$ cat src/rtl/ncl3_sync_sink.sv
`default_nettype none
// ============================================================================
// Module   : ncl3_sync_sink
// Purpose  : Three-rail NCL ring exit. Synchronizes wavefronts into clk, acks
//            upstream, and buffers decoded symbols in a fall-through FIFO.
// Revision : 1.0
// ============================================================================
module ncl3_sync_sink #(
    parameter int DEPTH       = 4,
    parameter int SYNC_STAGES = 2,
    parameter int CNT_W       = 8
) (
    input  logic                     clk,
    input  logic                     init_n,
    input  logic [2:0]               rail_in,
    output logic                     rail_comp,
    output logic                     out_valid,
    input  logic                     out_ready,
    output logic [1:0]               out_sym,
    output logic [$clog2(DEPTH):0]   fifo_level,
    output logic                     err_multi,
    output logic [CNT_W-1:0]         err_cnt
);

    localparam int c_aw = $clog2(DEPTH);
    localparam logic [c_aw:0] c_full = (c_aw+1)'(DEPTH);

    typedef enum logic [0:0] {
        S_NULL      = 1'b0,
        S_WAIT_NULL = 1'b1
    } state_t;

    logic [1:0]       r_rst_sync;
    logic             w_rst_n;
    logic [2:0]       r_sync [SYNC_STAGES];
    logic [2:0]       r_prev;
    logic [2:0]       w_rail_s;
    logic             w_stable;
    logic             w_one;
    logic             w_multi;
    logic [1:0]       w_sym;
    state_t           r_state;
    state_t           w_state_nxt;
    logic             w_push;
    logic             w_pop;
    logic             w_push_ok;
    logic             w_err;
    logic [1:0]       r_mem [DEPTH];
    logic [c_aw-1:0]  r_wptr;
    logic [c_aw-1:0]  r_rptr;
    logic [c_aw:0]    r_level;
    logic             r_err_multi;
    logic [CNT_W-1:0] r_err_cnt;

    // Reset asserts asynchronously but releases only after two clk edges.
    always_ff @(posedge clk or negedge init_n) begin
        if (!init_n) r_rst_sync <= 2'b00;
        else         r_rst_sync <= {r_rst_sync[0], 1'b1};
    end
    assign w_rst_n = r_rst_sync[1];

    always_ff @(posedge clk or negedge init_n) begin
        if (!init_n) begin
            for (int i = 0; i < SYNC_STAGES; i++) r_sync[i] <= 3'b000;
            r_prev <= 3'b000;
        end else begin
            r_sync[0] <= rail_in;
            for (int i = 1; i < SYNC_STAGES; i++) r_sync[i] <= r_sync[i-1];
            r_prev <= w_rail_s;
        end
    end

    // Two identical consecutive samples are required, which masks rail skew.
    assign w_rail_s  = r_sync[SYNC_STAGES-1];
    assign w_stable  = (w_rail_s == r_prev);
    assign w_one     = (w_rail_s == 3'b001) || (w_rail_s == 3'b010) || (w_rail_s == 3'b100);
    assign w_multi   = (w_rail_s != 3'b000) && !w_one;
    assign w_sym     = w_rail_s[2] ? 2'd2 : (w_rail_s[1] ? 2'd1 : 2'd0);
    assign w_pop     = out_valid && out_ready;
    assign w_push_ok = (r_level != c_full) || w_pop;

    always_ff @(posedge clk or negedge w_rst_n) begin
        if (!w_rst_n) r_state <= S_NULL;
        else          r_state <= w_state_nxt;
    end

    always_comb begin
        w_state_nxt = r_state;
        w_push      = 1'b0;
        w_err       = 1'b0;
        case (r_state)
            S_NULL: begin
                if (w_stable && w_one && w_push_ok) begin
                    w_push      = 1'b1;
                    w_state_nxt = S_WAIT_NULL;
                end else if (w_stable && w_multi) begin
                    w_err       = 1'b1;
                    w_state_nxt = S_WAIT_NULL;
                end
            end
            S_WAIT_NULL: begin
                if (w_stable && (w_rail_s == 3'b000)) w_state_nxt = S_NULL;
            end
            default: w_state_nxt = S_NULL;
        endcase
    end

    assign rail_comp = (r_state == S_WAIT_NULL);

    always_ff @(posedge clk or negedge w_rst_n) begin
        if (!w_rst_n) begin
            for (int i = 0; i < DEPTH; i++) r_mem[i] <= 2'd0;
            r_wptr  <= '0;
            r_rptr  <= '0;
            r_level <= '0;
        end else begin
            if (w_push) begin
                r_mem[r_wptr] <= w_sym;
                r_wptr        <= r_wptr + 1'b1;
            end
            if (w_pop) r_rptr <= r_rptr + 1'b1;
            if (w_push && !w_pop)      r_level <= r_level + 1'b1;
            else if (!w_push && w_pop) r_level <= r_level - 1'b1;
        end
    end

    always_ff @(posedge clk or negedge w_rst_n) begin
        if (!w_rst_n) begin
            r_err_multi <= 1'b0;
            r_err_cnt   <= '0;
        end else if (w_err) begin
            r_err_multi <= 1'b1;
            if (r_err_cnt != '1) r_err_cnt <= r_err_cnt + 1'b1;
        end
    end

    assign out_valid  = (r_level != '0);
    assign out_sym    = out_valid ? r_mem[r_rptr] : 2'd0;
    assign fifo_level = r_level;
    assign err_multi  = r_err_multi;
    assign err_cnt    = r_err_cnt;

endmodule
`default_nettype wire

$ cat config.mk
export PLATFORM = sky130hd
export DESIGN_NAME = ncl3_sync_sink
export DESIGN_NICKNAME = d
export VERILOG_FILES = /design/src/rtl/ncl3_sync_sink.sv
export SDC_FILE = /design/constraint.sdc
export NUM_CORES = 1
export LEC_CHECK = 0
export ABC_AREA = 0
export BUFFER_PORTS_ARGS = -buffer_cell sky130_fd_sc_hd__buf_2
export CORE_ASPECT_RATIO = 0.9
export CORE_MARGIN = 5
export CORE_UTILIZATION = 35
export CTS_CLUSTER_DIAMETER = 100
export DETAILED_ROUTE_END_ITERATION = 7
export MAX_ROUTING_LAYER = met4
export PLACE_DENSITY = 0.64
export SLEW_MARGIN = 25
export SYNTH_ARGS = -nofsm -noshare
export SYNTH_HDL_FRONTEND = slang
export SYNTH_SLANG_ARGS = --single-unit
$ cat constraint.sdc
create_clock -name clk -period 3.9 [get_ports clk]
set_clock_uncertainty 0.15 [all_clocks]
set_input_delay 0.78 -clock clk [delete_from_list [all_inputs] [get_ports clk]]
set_output_delay 0.78 -clock clk [all_outputs]
set_load 0.01 [all_outputs]
== Word-level counts from Yosys, hierarchy flattened ==
Index checks and enable logic that the tools add are counted.
Operators by class
  $add $sub $neg: 5
  order comparisons: 3
  equality and inequality tests: 6
  muxes and demuxes: 19
  bitwise logic cells: 3
  reduce and logical (&&, ||, !) cells: 20
Operators by type and width (count)
  2-bit 2-to-1 mux: 5
  1-bit logical AND: 9
  8-bit by 1-bit adder with 8-bit output, second input constant: 1
  8-bit bitwise mux: 1
  1-bit 2-to-1 mux: 8
  8-bit inequality test, second input constant: 1
  3-bit greater-or-equal comparator, second input constant: 2
  3-bit 2-to-1 mux: 2
  2-bit inverter with 3-bit output: 2
  3-bit nonzero test: 2
  2-bit by 1-bit adder with 2-bit output, second input constant: 2
  2-bit binary-select mux with 2-bit select: 1
  2-bit demux with 2-bit select: 1
  3-bit by 1-bit adder with 3-bit output, second input constant: 1
  3-bit by 1-bit equality test with 1-bit output, second input constant: 1
  3-bit by 2-bit equality test with 1-bit output, second input constant: 1
  3-bit equality test: 1
  3-bit equality test, second input constant: 1
  1-bit zero test: 3
  3-bit zero test: 1
  1-bit logical OR: 3
  3-bit by 1-bit less-than comparator with 1-bit output, second input constant: 1
  3-bit inequality test, second input constant: 1
  3-bit by 1-bit subtractor with 3-bit output, second input constant: 1
  4 further kinds: 4
Word-level totals
  bits in registers: 36
  bits of input ports: 6
  output and inout port bits: 16
  logic and storage cells: 70

== Logic depth before layout (Yosys ltp) ==
  depth after elaboration: 11
  mapped depth: 10
  depth with buffers taken out: 9

== Worst setup path before layout ==
OpenSTA, ideal clock, no wires.
  kind: input port to flip-flop
  start: input port out_ready
  end: register r_level[1], in the netlist fifo_level[1]
  setup time: 0.125 ns
  arrival: 2.452 ns
  data required time: 3.625 ns
  path slack: 1.174 ns
  cell stages on the path: 7
  path buffers: 0
  cell sequence: or4b_4 > o2111ai_2 > nor2_2 > ha_1 > inv_1 > fa_1 > mux2_2
Between the ends
  word-level cells in the longest chain between the ends: 8
  elaborated cells between the ends (all ways): 11
  those cells by class: mux (3); reduce/logical (8)
RTL lines
  start: declaration: RTL line 18  | input logic out_ready,
  1-bit logical AND (*): RTL line 79  | assign w_pop = out_valid && out_ready;
  1-bit logical OR (*): RTL line 80  | assign w_push_ok = (r_level != c_full) || w_pop;
  1-bit logical AND (*): RTL line 93  | if (w_stable && w_one && w_push_ok) begin
  1-bit 2-to-1 mux (*): RTL line 93
  1-bit 2-to-1 mux (*): RTL line 91  | case (r_state)
  net w_push: RTL line 44  | logic w_push;
  1-bit zero test: RTL line 123  | else if (!w_push && w_pop) r_level <= r_level - 1'b1;
  1-bit logical AND: RTL line 123
  2-bit nonzero test (no source line)
  end signal: assignment: RTL line 122  | if (w_push && !w_pop) r_level <= r_level + 1'b1;
  end signal: assignment: RTL line 123
  end: declaration: RTL line 51  | logic [c_aw:0] r_level;
The timed path passes the listed nets; every way through them passes the cells marked *.
A chain may end at the register's enable or synchronous reset.

== Worst setup path after layout ==
Same ends and word-level chain as after synthesis.

==> qor.yml <==
status: "complete, no violations"
cp.arrival_ns: 2.66
p_int_w: 0.000762
die-area_mm2: 0.00634
tns_ns: 0
period_share_pct: 67.7
start_util_pct: 35.5
grt_pass1_vias: 1021
clockPowerShare_pct: 25.0
die_h_um: 76.1
cts_setup_buffers: 0
yosysWarnings: 0
synth-edff-count: 0
startpoint_type: "primary input"
required_ns: 3.92
yosysSeqAreaShare_pct: 53.1
htreeDepth: 2
p_switching_w: 0.000344
first_iter_violations: 56
netlist.area_leader.share_pct: 53.1
hold_buffers: 0
final_util_pct: 40.8
antennaDiodeCount: 0
syn_inst: 126
max_cap_viol_count: 0
syn_nets: 139
wl_per_cell_um: 12.8
fin_ws_ns: 1.26
wl_um: 2760
core-area_mm2: 0.00477
fillers: 445
clk_transition_reported_paths_ns: 0.07
grt_antenna_before_repair: 0
pre_cts_ws_ns: 0.971
finalCriticalPeriod_ns: 2.64
yosys.area.top_type: "dfrtp_1"
io_pins: 22
finalHoldViolCount: 0
grt_max_degree: 26
synth_area_leaders: "dfrtp_1 53%, mux2_2 6.6%, xor2_1 5.2%"
ir_worst_vdd_mv: 0.158
end_kind: "flop"
die_x_um: 83.4
rows: 24
synth_flop_cell: "dfrtp_1"
drc: 0
cts.path.max_buffers: 2
cts_made_buffers: 5
critPathMaxStageDelay_ns: 0.50
min-delay-path-class: "flop to asynchronous set/reset pin"
worstSetupPathType: "primary input to flop"
synth_most_common_cell: "dfrtp_1"
maxSlewHeadroom_pct: 62.7
drive_above_1_share_pct: 36.0
tightest_slew_ns: 0.559
cts-resized-gates: 0
power_leakage_nw: 0.904
fmax_ghz: 0.379
syn_area_mm2: 0.00170
fin_nets: 163
drtAntennaViolNets: 0
p_seq_share_pct: 48.7
portBuffers: 21
pwr-share-comb_pct: 26.3
dp_hpwl_um: 2070
slew_violations: 0
synthArstFlopShare_pct: 100
critPathBufInv: 2
area_growth_pct: 14.7
regArea_um2: 902
yosys-top-cells-count: "36 x dfrtp_1, 10 x mux2_2, 10 x xor2_1, 9 x inv_1, 6 x ha_1"
rsz0062_at_grt: "no"
overflow: 0
vias: 986
insertion_delay_ns: 0.28
critPathTopFamily: "adder cells"
path_cells: "buf_2 -> or4b_4 -> o2111ai_2 -> nor2_2 -> ha_1 -> inv_1 -> fa_1 -> mux2_2"
cts_tree: "built"
power.density_mw_per_mm2: 568
vias_per_cell: 4.59
swShare_pct: 31.1
ys_seq_elements: 36
syn_avg_cell_area_um2: 13.5
totalPowerFinal_w: 0.00111
multi_input_area_um2: 728
setup_viol: 0
ys_types: 37
gp_congestion: 0.775
worst-path-max-fanout: 5
slowest_stage: "or4b_4"
cts-root-buf: "clkbuf_8"
firstDrtPassIters: 3
cts.sinks: 36
track_usage_pct: 10.2
grt_pass1_wl_um: 4910
==> power groups by stage <==
| stage | clock, W | combinational [W] | sequential [W] |
|---|---|---|---|
| after floorplan | 0 | 0.000206 | 0.000542 |
| final | 0.000277 | 0.000291 | 0.000538 |
| after CTS | 0.000291 | 0.000297 | 0.000541 |
| after detailed placement | 0 | 0.000296 | 0.000547 |
| after global placement | 0 | 0.000286 | 0.000540 |
| after global routing | 0.000307 | 0.000325 | 0.000556 |
==> registers in the layout (all words and copies together) (netlist names), 2 cells and up <==
name and flops:
w_rail_s 3, r_mem 8, fifo_level 3, r_wptr 2, r_rptr 2, err_cnt 8
r_prev 3, r_sync 3, r_rst_sync 2
==> path summary, 6_finish.rpt <==
kind | from | endpoint | slack, ns | cells past startpoint
setup / recovery | out_ready | fifo_level[1] | 1.26 | 8
hold / removal | r_rst_sync[1] | err_multi | 0.11 | 0
setup reg to reg | w_rail_s[2] | fifo_level[2] | 1.27 | 9
hold reg to reg | r_rst_sync[1] | err_multi | 0.11 | 0
max in group asynchronous | r_rst_sync[1] | r_rptr[1] | 3.12 | 0
min in group clk | r_sync[3] | w_rail_s[0] | 0.20 | 0
==> final cells by class <==
class	instances	area share, %
inverters	9	1.74
flip-flops and latches	36	46.3
repair buffers	21	5.40
clock buffers	7	4.95
well taps	65	4.18
multi-input cells	77	37.4
==> layer usage <==
metal	part of all wire [%]	wire [µm]	global-route usage [%]	up-vias
met3	5.1	142	4.32	4
met1	45	1240	11.4	485
li1	-	-	-	480
met5	0	0	-	-
met2	48	1320	15.8	17
met4	2.1	58	4.90	0
==> cell usage in the layout, fill, tap and decap left out, drive strengths merged <==
master and count:
a211o 1, and2 2, buf 21, clkbuf 7, conb 1, dfrtp 36
fa 1, ha 6, inv 9, maj3 1, mux2 11, mux4 2
nand2 4, nand3 6, nand4 1, nor2 3, nor2b 1, nor3 8
nor4 3, o2111ai 1, o211ai 1, o21a 1, o21ai 2, o21bai 1
o31a 1, or3 1, or4b 1, xnor2 7, xor2 10
==> logic make-up (layout without fill, tap and decap cells) <==
kind of cell | count (synthesis) | count (layout) | share of synthesized area, %
AO/OA/AOI/OAI | 8 | 8 | 4.13
multiplexers | 13 | 13 | 10.2
buffers and inverters | 13 | 37 | 3.98
adder cells (fa/ha/maj) | 8 | 8 | 6.19
XOR/XNOR | 17 | 17 | 10.3
AND/OR/NAND/NOR | 30 | 30 | 11.9
other | 1 | 1 | 0.221
flip-flops | 36 | 36 | 53.1
==> metrics by stage <==
| step | hold WS [ns] | cells | cell area (µm²) |
|---|---|---|---|
| final | 0.110 | 215 | 1950 |
| after global routing | 0.172 | 215 | 1950 |
| after CTS | 0.194 | 215 | 1950 |
| after detailed placement | 0.186 | 208 | 1850 |
| after global placement | 0.183 | 208 | 1850 |
| after floorplan | 0.171 | 126 | 1700 |
(Power assumes the default switching activity.)
